`config.mk`:
```
export PLATFORM = sky130hd
export DESIGN_NAME = hbridge_pwm_gate
export DESIGN_NICKNAME = d
export VERILOG_FILES = /design/src/rtl/hbridge_pwm_gate.sv
export SDC_FILE = /design/constraint.sdc
export NUM_CORES = 1
export LEC_CHECK = 0
export ABC_AREA = 1
export CELL_PAD_IN_SITES_DETAIL_PLACEMENT = 1
export CELL_PAD_IN_SITES_GLOBAL_PLACEMENT = 1
export CORE_MARGIN = 3
export CORE_UTILIZATION = 51
export DETAILED_ROUTE_END_ITERATION = 10
export DONT_BUFFER_PORTS = 1
export GPL_TIMING_DRIVEN = 0
export HOLD_SLACK_MARGIN = 0.15
export PLACE_DENSITY_LB_ADDON = 0.1
export SETUP_SLACK_MARGIN = 0.1
export SYNTH_ARGS = -nofsm -noshare
export SYNTH_HDL_FRONTEND = slang
export SYNTH_SLANG_ARGS = --single-unit
```
`constraint.sdc`:
```
create_clock -name csi_MCLK_clk -period 8.9 [get_ports csi_MCLK_clk]
set_input_delay 1.78 -clock csi_MCLK_clk [delete_from_list [all_inputs] [get_ports csi_MCLK_clk]]
set_output_delay 1.78 -clock csi_MCLK_clk [all_outputs]
set_load 0.01 [all_outputs]
```
`src/rtl/hbridge_pwm_gate.sv`:
```
// Avalon-MM controlled H-bridge PWM gate driver with dead-time insertion between mode changes.
// Define HBRIDGE_FAULT_EN to add the coe_FAULT input and the sticky fault latch in STATUS bit3.
module hbridge_pwm_gate (
   input  logic        csi_MCLK_clk,
   input  logic        rsi_MRST_reset,
   input  logic [2:0]  avs_ctrl_address,
   input  logic        avs_ctrl_write,
   input  logic        avs_ctrl_read,
   input  logic [31:0] avs_ctrl_writedata,
   input  logic [3:0]  avs_ctrl_byteenable,
   output logic [31:0] avs_ctrl_readdata,
   output logic        avs_ctrl_waitrequest,
`ifdef HBRIDGE_FAULT_EN
   input  logic        coe_FAULT,
`endif
   output logic        HX_H,
   output logic        HX_L,
   output logic        HY_H,
   output logic        HY_L
);

   typedef enum logic [1:0] {
      StIdle  = 2'b00,
      StDrive = 2'b01,
      StDead  = 2'b10,
      StBrake = 2'b11
   } state_e;

   localparam logic [31:0] IdValue = 32'hEA680003;

   logic [2:0]  ctrl_q;
   logic [15:0] period_q;
   logic [15:0] duty_q;
   logic [7:0]  deadtime_q;
   logic        fault_q;
   logic        fault_now;
   state_e      state_q;
   state_e      target;
   logic        dir_q;
   logic [7:0]  dead_cnt_q;
   logic [15:0] cnt_q;
   logic [15:0] per_sh_q;
   logic [15:0] duty_sh_q;
   logic [15:0] per_eff;
   logic        wrap;
   logic        pwm;
   logic [31:0] rd_data;
   logic        wr_lane0;
   logic        unused_bits;

   assign avs_ctrl_waitrequest = 1'b0;
   assign wr_lane0    = avs_ctrl_write & avs_ctrl_byteenable[0];
   assign unused_bits = ^{avs_ctrl_writedata[31:16], avs_ctrl_byteenable[3:2]};

`ifdef HBRIDGE_FAULT_EN
   // Set wins over a simultaneous clear so a live fault can never be acknowledged away.
   always_ff @(posedge csi_MCLK_clk or posedge rsi_MRST_reset) begin
      if (rsi_MRST_reset) begin
         fault_q <= 1'b0;
      end else if (coe_FAULT) begin
         fault_q <= 1'b1;
      end else if (wr_lane0 && avs_ctrl_address == 3'd4 && avs_ctrl_writedata[3]) begin
         fault_q <= 1'b0;
      end
   end
   assign fault_now = coe_FAULT | fault_q;
`else
   assign fault_q   = 1'b0;
   assign fault_now = 1'b0;
`endif

   always_ff @(posedge csi_MCLK_clk or posedge rsi_MRST_reset) begin
      if (rsi_MRST_reset) begin
         ctrl_q     <= 3'd0;
         period_q   <= 16'd1000;
         duty_q     <= 16'd0;
         deadtime_q <= 8'd16;
      end else if (avs_ctrl_write) begin
         case (avs_ctrl_address)
            3'd0: if (avs_ctrl_byteenable[0]) ctrl_q <= avs_ctrl_writedata[2:0];
            3'd1: begin
               if (avs_ctrl_byteenable[0]) period_q[7:0]  <= avs_ctrl_writedata[7:0];
               if (avs_ctrl_byteenable[1]) period_q[15:8] <= avs_ctrl_writedata[15:8];
            end
            3'd2: begin
               if (avs_ctrl_byteenable[0]) duty_q[7:0]  <= avs_ctrl_writedata[7:0];
               if (avs_ctrl_byteenable[1]) duty_q[15:8] <= avs_ctrl_writedata[15:8];
            end
            3'd3: if (avs_ctrl_byteenable[0]) deadtime_q <= avs_ctrl_writedata[7:0];
            default: ;
         endcase
      end
   end

   always_comb begin
      rd_data = 32'd0;
      case (avs_ctrl_address)
         3'd0: rd_data[2:0]  = ctrl_q;
         3'd1: rd_data[15:0] = period_q;
         3'd2: rd_data[15:0] = duty_q;
         3'd3: rd_data[7:0]  = deadtime_q;
         3'd4: begin
            rd_data[1:0] = state_q;
            rd_data[3]   = fault_q;
         end
         3'd5: rd_data = IdValue;
         default: ;
      endcase
   end

   always_ff @(posedge csi_MCLK_clk or posedge rsi_MRST_reset) begin
      if (rsi_MRST_reset) begin
         avs_ctrl_readdata <= 32'd0;
      end else if (avs_ctrl_read) begin
         avs_ctrl_readdata <= rd_data;
      end
   end

   always_comb begin
      if (!ctrl_q[0] || fault_now) begin
         target = StIdle;
      end else if (ctrl_q[2]) begin
         target = StBrake;
      end else begin
         target = StDrive;
      end
   end

   assign per_eff = (per_sh_q < 16'd2) ? 16'd2 : per_sh_q;
   assign wrap    = (cnt_q >= per_eff - 16'd1);
   assign pwm     = (cnt_q < duty_sh_q);

   always_ff @(posedge csi_MCLK_clk or posedge rsi_MRST_reset) begin
      if (rsi_MRST_reset) begin
         state_q    <= StIdle;
         dir_q      <= 1'b0;
         dead_cnt_q <= 8'd0;
         cnt_q      <= 16'd0;
         per_sh_q   <= 16'd0;
         duty_sh_q  <= 16'd0;
         HX_H       <= 1'b0;
         HX_L       <= 1'b0;
         HY_H       <= 1'b0;
         HY_L       <= 1'b0;
      end else begin
         unique case (state_q)
            StIdle: begin
               if (target != StIdle) begin
                  state_q    <= StDead;
                  dead_cnt_q <= deadtime_q;
               end
            end
            StDrive: begin
               if (target == StIdle) begin
                  state_q <= StIdle;
               end else if (target == StBrake || ctrl_q[1] != dir_q) begin
                  state_q    <= StDead;
                  dead_cnt_q <= deadtime_q;
               end else if (wrap) begin
                  cnt_q     <= 16'd0;
                  per_sh_q  <= period_q;
                  duty_sh_q <= duty_q;
               end else begin
                  cnt_q <= cnt_q + 16'd1;
               end
            end
            StBrake: begin
               if (target == StIdle) begin
                  state_q <= StIdle;
               end else if (target == StDrive) begin
                  state_q    <= StDead;
                  dead_cnt_q <= deadtime_q;
               end
            end
            StDead: begin
               if (target == StIdle) begin
                  state_q <= StIdle;
               end else if (dead_cnt_q == 8'd0) begin
                  state_q <= target;
                  if (target == StDrive) begin
                     dir_q     <= ctrl_q[1];
                     cnt_q     <= 16'd0;
                     per_sh_q  <= period_q;
                     duty_sh_q <= duty_q;
                  end
               end else begin
                  dead_cnt_q <= dead_cnt_q - 8'd1;
               end
            end
         endcase

         // A pending IDLE target blanks the gates on this update rather than one state later.
         HX_H <= 1'b0;
         HX_L <= 1'b0;
         HY_H <= 1'b0;
         HY_L <= 1'b0;
         if (target != StIdle) begin
            if (state_q == StBrake) begin
               HX_L <= 1'b1;
               HY_L <= 1'b1;
            end else if (state_q == StDrive) begin
               if (dir_q) begin
                  HX_H <= pwm;
                  HY_L <= 1'b1;
               end else begin
                  HY_H <= pwm;
                  HX_L <= 1'b1;
               end
            end
         end
      end
   end

endmodule
```
Word-level counts from Yosys, hierarchy flattened
Cells that the tools add are included.
{ "totals": {"word_cells": 129, "reg_bits": 138, "out_inout_bits": 37, "input_bits": 43} }
{ "classes": {"n_reduce_logical": 18, "add_sub_neg": 3, "bitwise_logic": 1, "mux": 62, "n_lt_le_gt_ge": 3, "eq_ne": 25} }
{ "op_table": {"columns": ["cell", "count"], "rows": [
  ["$mux 16", 20],
  ["$pmux 16 s2", 3],
  ["$mux 8", 7],
  ["$pmux 8 s4", 1],
  ["$ne 2x2->1 const B", 11],
  ["$mux 2", 9],
  ["$reduce_and 3->1", 6],
  ["$add 16x1->16 const B", 1],
  ["$ge 16x16->1", 1],
  ["$lt 16x16->1", 1],
  ["$lt 16x2->1 const B", 1],
  ["$mux 1", 16],
  ["$pmux 8 s2", 1],
  ["$sub 16x1->16 const B", 1],
  ["$reduce_and 7->1", 2],
  ["$pmux 2 s6", 1],
  ["$pmux 4 s3", 1],
  ["$ne 3x3->1 const B", 3],
  ["$logic_not 8->1", 1],
  ["$pmux 2 s4", 1],
  ["$reduce_and 4->1", 2],
  ["$sub 8x1->8 const B", 1],
  ["$eq 2x2->1 const B", 3],
  ["$eq 3x2->1 const B", 2],
  ["other kinds (12)", 16]
]} }

Depth between registers and ports, before layout
{ "logic_depth": {"ltp_word": 8, "ltp_mapped": 21, "ltp_nobuf": 20} }

Worst setup path before layout
No wires, ideal clock.
{ "synth_timing": {"kind": "register to register", "start": "reg per_sh_q[6]", "end": "reg per_sh_q[8]", "path_stages_with_launch": 19, "path_buffers": 1, "setup_slack_ns": 5.553, "period_less_slack_ns": 3.347, "t_required_ns": 8.783, "arrival_time_ns": 3.231, "setup_ns": 0.117, "cell_sequence": "dfrtp_1 -> or2_2 -> nor2_1 -> nand3_1 -> nand2_1 -> ha_1 -> nand2_1 -> nor3_1 -> nand4_1 -> xor2_1 -> ha_1 -> nand2_1 -> nor4_1 -> nand2_1 -> nand3_2 -> nand2_2 -> buf_4 -> nand2_1 -> nand2_1"} }
{ "synth_via": {"elab_chain_cells": 6} }
{ "synth_lines": {"columns": ["element", "line_no", "text"], "rows": [
  ["from (decl)", "42", "logic [15:0] per_sh_q;"],
  ["from (signal assigned)", "161", "per_sh_q <= period_q;"],
  ["from (signal assigned)", "183", "per_sh_q <= period_q;"],
  ["$lt 16x2->1", "129", "assign per_eff = (per_sh_q < 16'd2) ? 16'd2 : per_sh_q;"],
  ["$mux 16 (*)", "129", null],
  ["$sub 16x1->16 (*)", "130", "assign wrap = (cnt_q >= per_eff - 16'd1);"],
  ["$ge 16x16->1 (*)", "130", null],
  ["$ne 2x2->1 (no line) (*)", null, null],
  ["$reduce_and 7->1 (no line) (*)", null, null]
]} }
Mark *: on every way between the ends. The rest lies on a longest branch, timed or not.
A chain may end at the register's enable or synchronous reset.

Final worst setup path
{ "layout_timing": {"start": "reg per_sh_q[8]", "end": "reg per_sh_q[12]"} }
The elaborated chain is that of the path after synthesis.

==> reports/metrics.yaml <==
run_status: "finished clean"
slowest_delay_ns: 0.49
grtUsageTotal: 0.299
avgSynthCellArea_um2: 7.71
worstReg2RegStart: "per_sh_q[8]$_DFFE_PP0P_"
clock_skew_ns: 0.0129
netlist_area_um2: 6910
antenna_found_initial: 0
seq_area_frac_synth: 0.447
worst_ep_required_time_ns: 9.25
cpMaxStageDelayCell: "a21oi_2"
synth_top_area_frac: 0.420
drt-initial-drc-count: 386
worstPathArrival_ns: 4.79
m1WireLength_mm: 8.91
met3_length_um: 898
fin_util: 0.600
cts_buffers: 17
max_cap_violations: 0
overflow: 0
period_share: 0.498
fin_tns_setup_ns: 0
postRouteAntennaNets: 0
post_cts_buffers: 0
vias_per_cell: 5.69
syn_to_final_growth_pct: 12.2
max_freq_ghz: 0.225
grt_pass1_wl_mm: 34.6
worstMarginPinSlew_ns: 0.625
cts_tree: "built"
fp-row-count: 41
wl_per_cell_um: 19.1
crit_path_end_kind: "flop"
crit_path_max_fanout: 10
dr.max_layer_used: "met4"
synth_warnings: 0
p_leak_nw: 3.92
postCtsHoldBufs: 0
die-area_um2: 15000
setup_violations: 0
port_buffers: 0
synthArstFlopShare: 1.00
met2_wirelength_mm: 10.7
worstSkewPairLatency_ns: 0.43
yosys-top-cells-area: "dfrtp_1 42%, nand2_1 15%, ha_1 6.3%"
rrSetupSlack_ns: 4.46
wirelength_mm: 21.2
yosysMostFrequentCell: "nand2_1"
layout-drive-gt1-share: 0.0907
final.setup.worst_slack_ns: 4.46
crit_top_cell: "nand2_1"
detailed_place_hpwl_mm: 15.5
floorplan.initialDensity: 0.534
htree_levels: 4
cts.path.max_buffers: 2
critical_path.cell_chain: "nor2_1 > nand2_1 > nor2_1 > nand3_1 > nand2_1 > ha_1 > nand2_1 > nor3_1 > nand4_1 > xor2_1 > ha_1 > nand2_1 > o21ai_0 > a21oi_2 > nand3_2 > nand2_2 > buf_4 > nand2_1 > nand2_1"
ff_latch_area_um2: 3090
cp-start-kind: "flop"
num-fill-cells: 1645
synth.top_cells.by_count: "272 x nand2_1, 116 x dfrtp_1, 86 x inv_1, 75 x o21ai_0, 67 x nor2_1"
powerDensity_nw_per_um2: 296
dr.pass1.iters: 4
cts.sinks: 123
min_to: "duty_sh_q[11]$_DFFE_PP0P_"
nets: 1002
multiInputGateArea_um2: 3230
synth_edf_count: 0
ys_ff_latch: 123
pre_cts_slack_ns: 4.52
rsz0062_at_grt: "no"
reg2reg_depth: 19
post-route-min-period_ns: 4.44
core_area_um2: 12900
hp-class: "flop to flop"
synth.distinct_cells: 40
io_pins: 80
clk_pin_slew_ns: 0.06
cts_resized: 0
num_antenna_cells: 0
hp-start: "duty_sh_q[11]$_DFFE_PP0P_"
gp_congestion: 0.906
hold_viol: 0
synth_flop_cell: "dfrtp_1"
power.total_mw: 2.30
vias: 6311
grt_max_degree: 68
die_h_um: 122
synth_largest_area_cell: "dfrtp_1"
ir_drop_mv: 0.156
grt_pass1_vias: 6626
cts_root_buf: "clkbuf_16"
hold_depth: 2
maxSlewHeadroom: 0.583
criticalPathCategory: "flop to flop"
drv_slew: 0
drc_errors: 0
worst_r2r_endpoint: "per_sh_q[12]$_DFFE_PP0P_"
synthCells: 896
die_width_um: 122
==> how the worst max path moves through the flow <==
stage                                  startpoint                        to  slack [ns]  cells after the start
after floorplan                    rsi_MRST_reset            HX_H$_DFF_PP0_        3.86                      1
after global placement             rsi_MRST_reset     duty_q[9]$_DFFE_PP0P_        2.66                      1
after detailed placement  per_sh_q[8]$_DFFE_PP0P_  per_sh_q[12]$_DFFE_PP0P_        4.52                     19
after CTS                 per_sh_q[8]$_DFFE_PP0P_  per_sh_q[12]$_DFFE_PP0P_        4.47                     19
after global routing      per_sh_q[8]$_DFFE_PP0P_   per_sh_q[2]$_DFFE_PP0P_        3.97                     19
final                     per_sh_q[8]$_DFFE_PP0P_  per_sh_q[12]$_DFFE_PP0P_        4.46                     19
==> worst max-delay path, delay by kind of cell (launching register included) <==
kind,cells,cell delay (ns)
adders and majority gates,2,0.46
AOI/OAI and AO/OA,2,0.61
xor gates and xnor gates,1,0.19
buffers and inverters,1,0.20
and+or+nand+nor,13,2.42
DFF,1,0.46
==> metrics by stage <==
step | hold WS [ns] | instance area (µm²) | cells
finish | 0.473 | 7750 | 1109
global route | 0.504 | 7750 | 1109
CTS | 0.476 | 7750 | 1109
detailed placement | 0.460 | 7190 | 1077
global placement | 0.458 | 7150 | 1076
floorplan | 0.442 | 6940 | 904
==> per-layer routing <==
| metal | up-vias | track usage |
|---|---|---|
| li1 | 2949 | - |
| met1 | 3142 | 0.376 |
| met2 | 169 | 0.508 |
| met3 | 51 | 0.0516 |
| met4 | 0 | 0.128 |
| met5 | - | 0 |
==> layout by cell type, fill, tap and decap left out, types with 2 or more instances in the layout <==
cell type,netlist,final
nand2_1,272,272
dfrtp_1,116,116
inv_1,86,85
o21ai_0,75,75
nor2_1,67,67
nand3_1,62,62
ha_1,35,35
a21oi_1,34,34
buf_4,19,19
clkbuf_16,0,17
nand4_1,16,16
clkbuf_1,10,14
xor2_1,13,13
nor3_1,12,12
o21bai_1,11,11
inv_2,9,9
conb_1,1,9
buf_2,8,8
dfstp_2,7,7
nor4_1,6,6
clkinv_1,3,3
o21a_1,3,3
o2111ai_1,3,3
xnor2_1,3,3
a31oi_1,3,3
clkinvlp_4,0,3
clkinv_2,0,3
clkinv_4,0,3
nor2_2,2,2
o21ai_1,2,2
buf_6,2,2
buf_1,2,2
or2_2,2,2
o22ai_1,2,2
bufinv_16,0,2
==> layout make-up <==
class,count,area share
buffer,41,0.0323
clock buffer,21,0.0568
clock inverter,11,0.0160
inverter,98,0.0481
multi-input combinational,642,0.417
sequential,123,0.398
tap,172,0.0278
timing repair buffer,1,0.00355
==> sequential cells by signal (all words and copies together) (netlist names) <==
signal             cells
duty_q                16
HY_L                   1
HX_L                   1
ctrl_q                 3
cnt_q                 16
period_q              16
duty_sh_q             16
avs_ctrl_readdata     17
per_sh_q              16
dir_q                  1
state_q                2
dead_cnt_q             8
HY_H                   1
deadtime_q             8
HX_H                   1
==> kinds of logic (layout without fill, tap and decap cells) <==
logic type      Yosys count  count (layout)  share of synthesized area
flops                   123             123                      0.447
other cells               1               9                   0.000543
compound gates          138             138                      0.110
xor+xnor                 16              16                     0.0203
fa+ha+maj                35              35                     0.0634
buf+inv                 139             172                     0.0895
simple gates            444             444                      0.270
==> report_power, final <==
part | switching (mW) | total [mW] | leakage (nW) | internal [mW]
sequential | 0.133 | 0.808 | 1.60 | 0.675
clock | 0.255 | 0.665 | 0.267 | 0.411
combinational | 0.536 | 0.823 | 2.04 | 0.287
No activity file was read; power rests on OpenSTA's default activity.
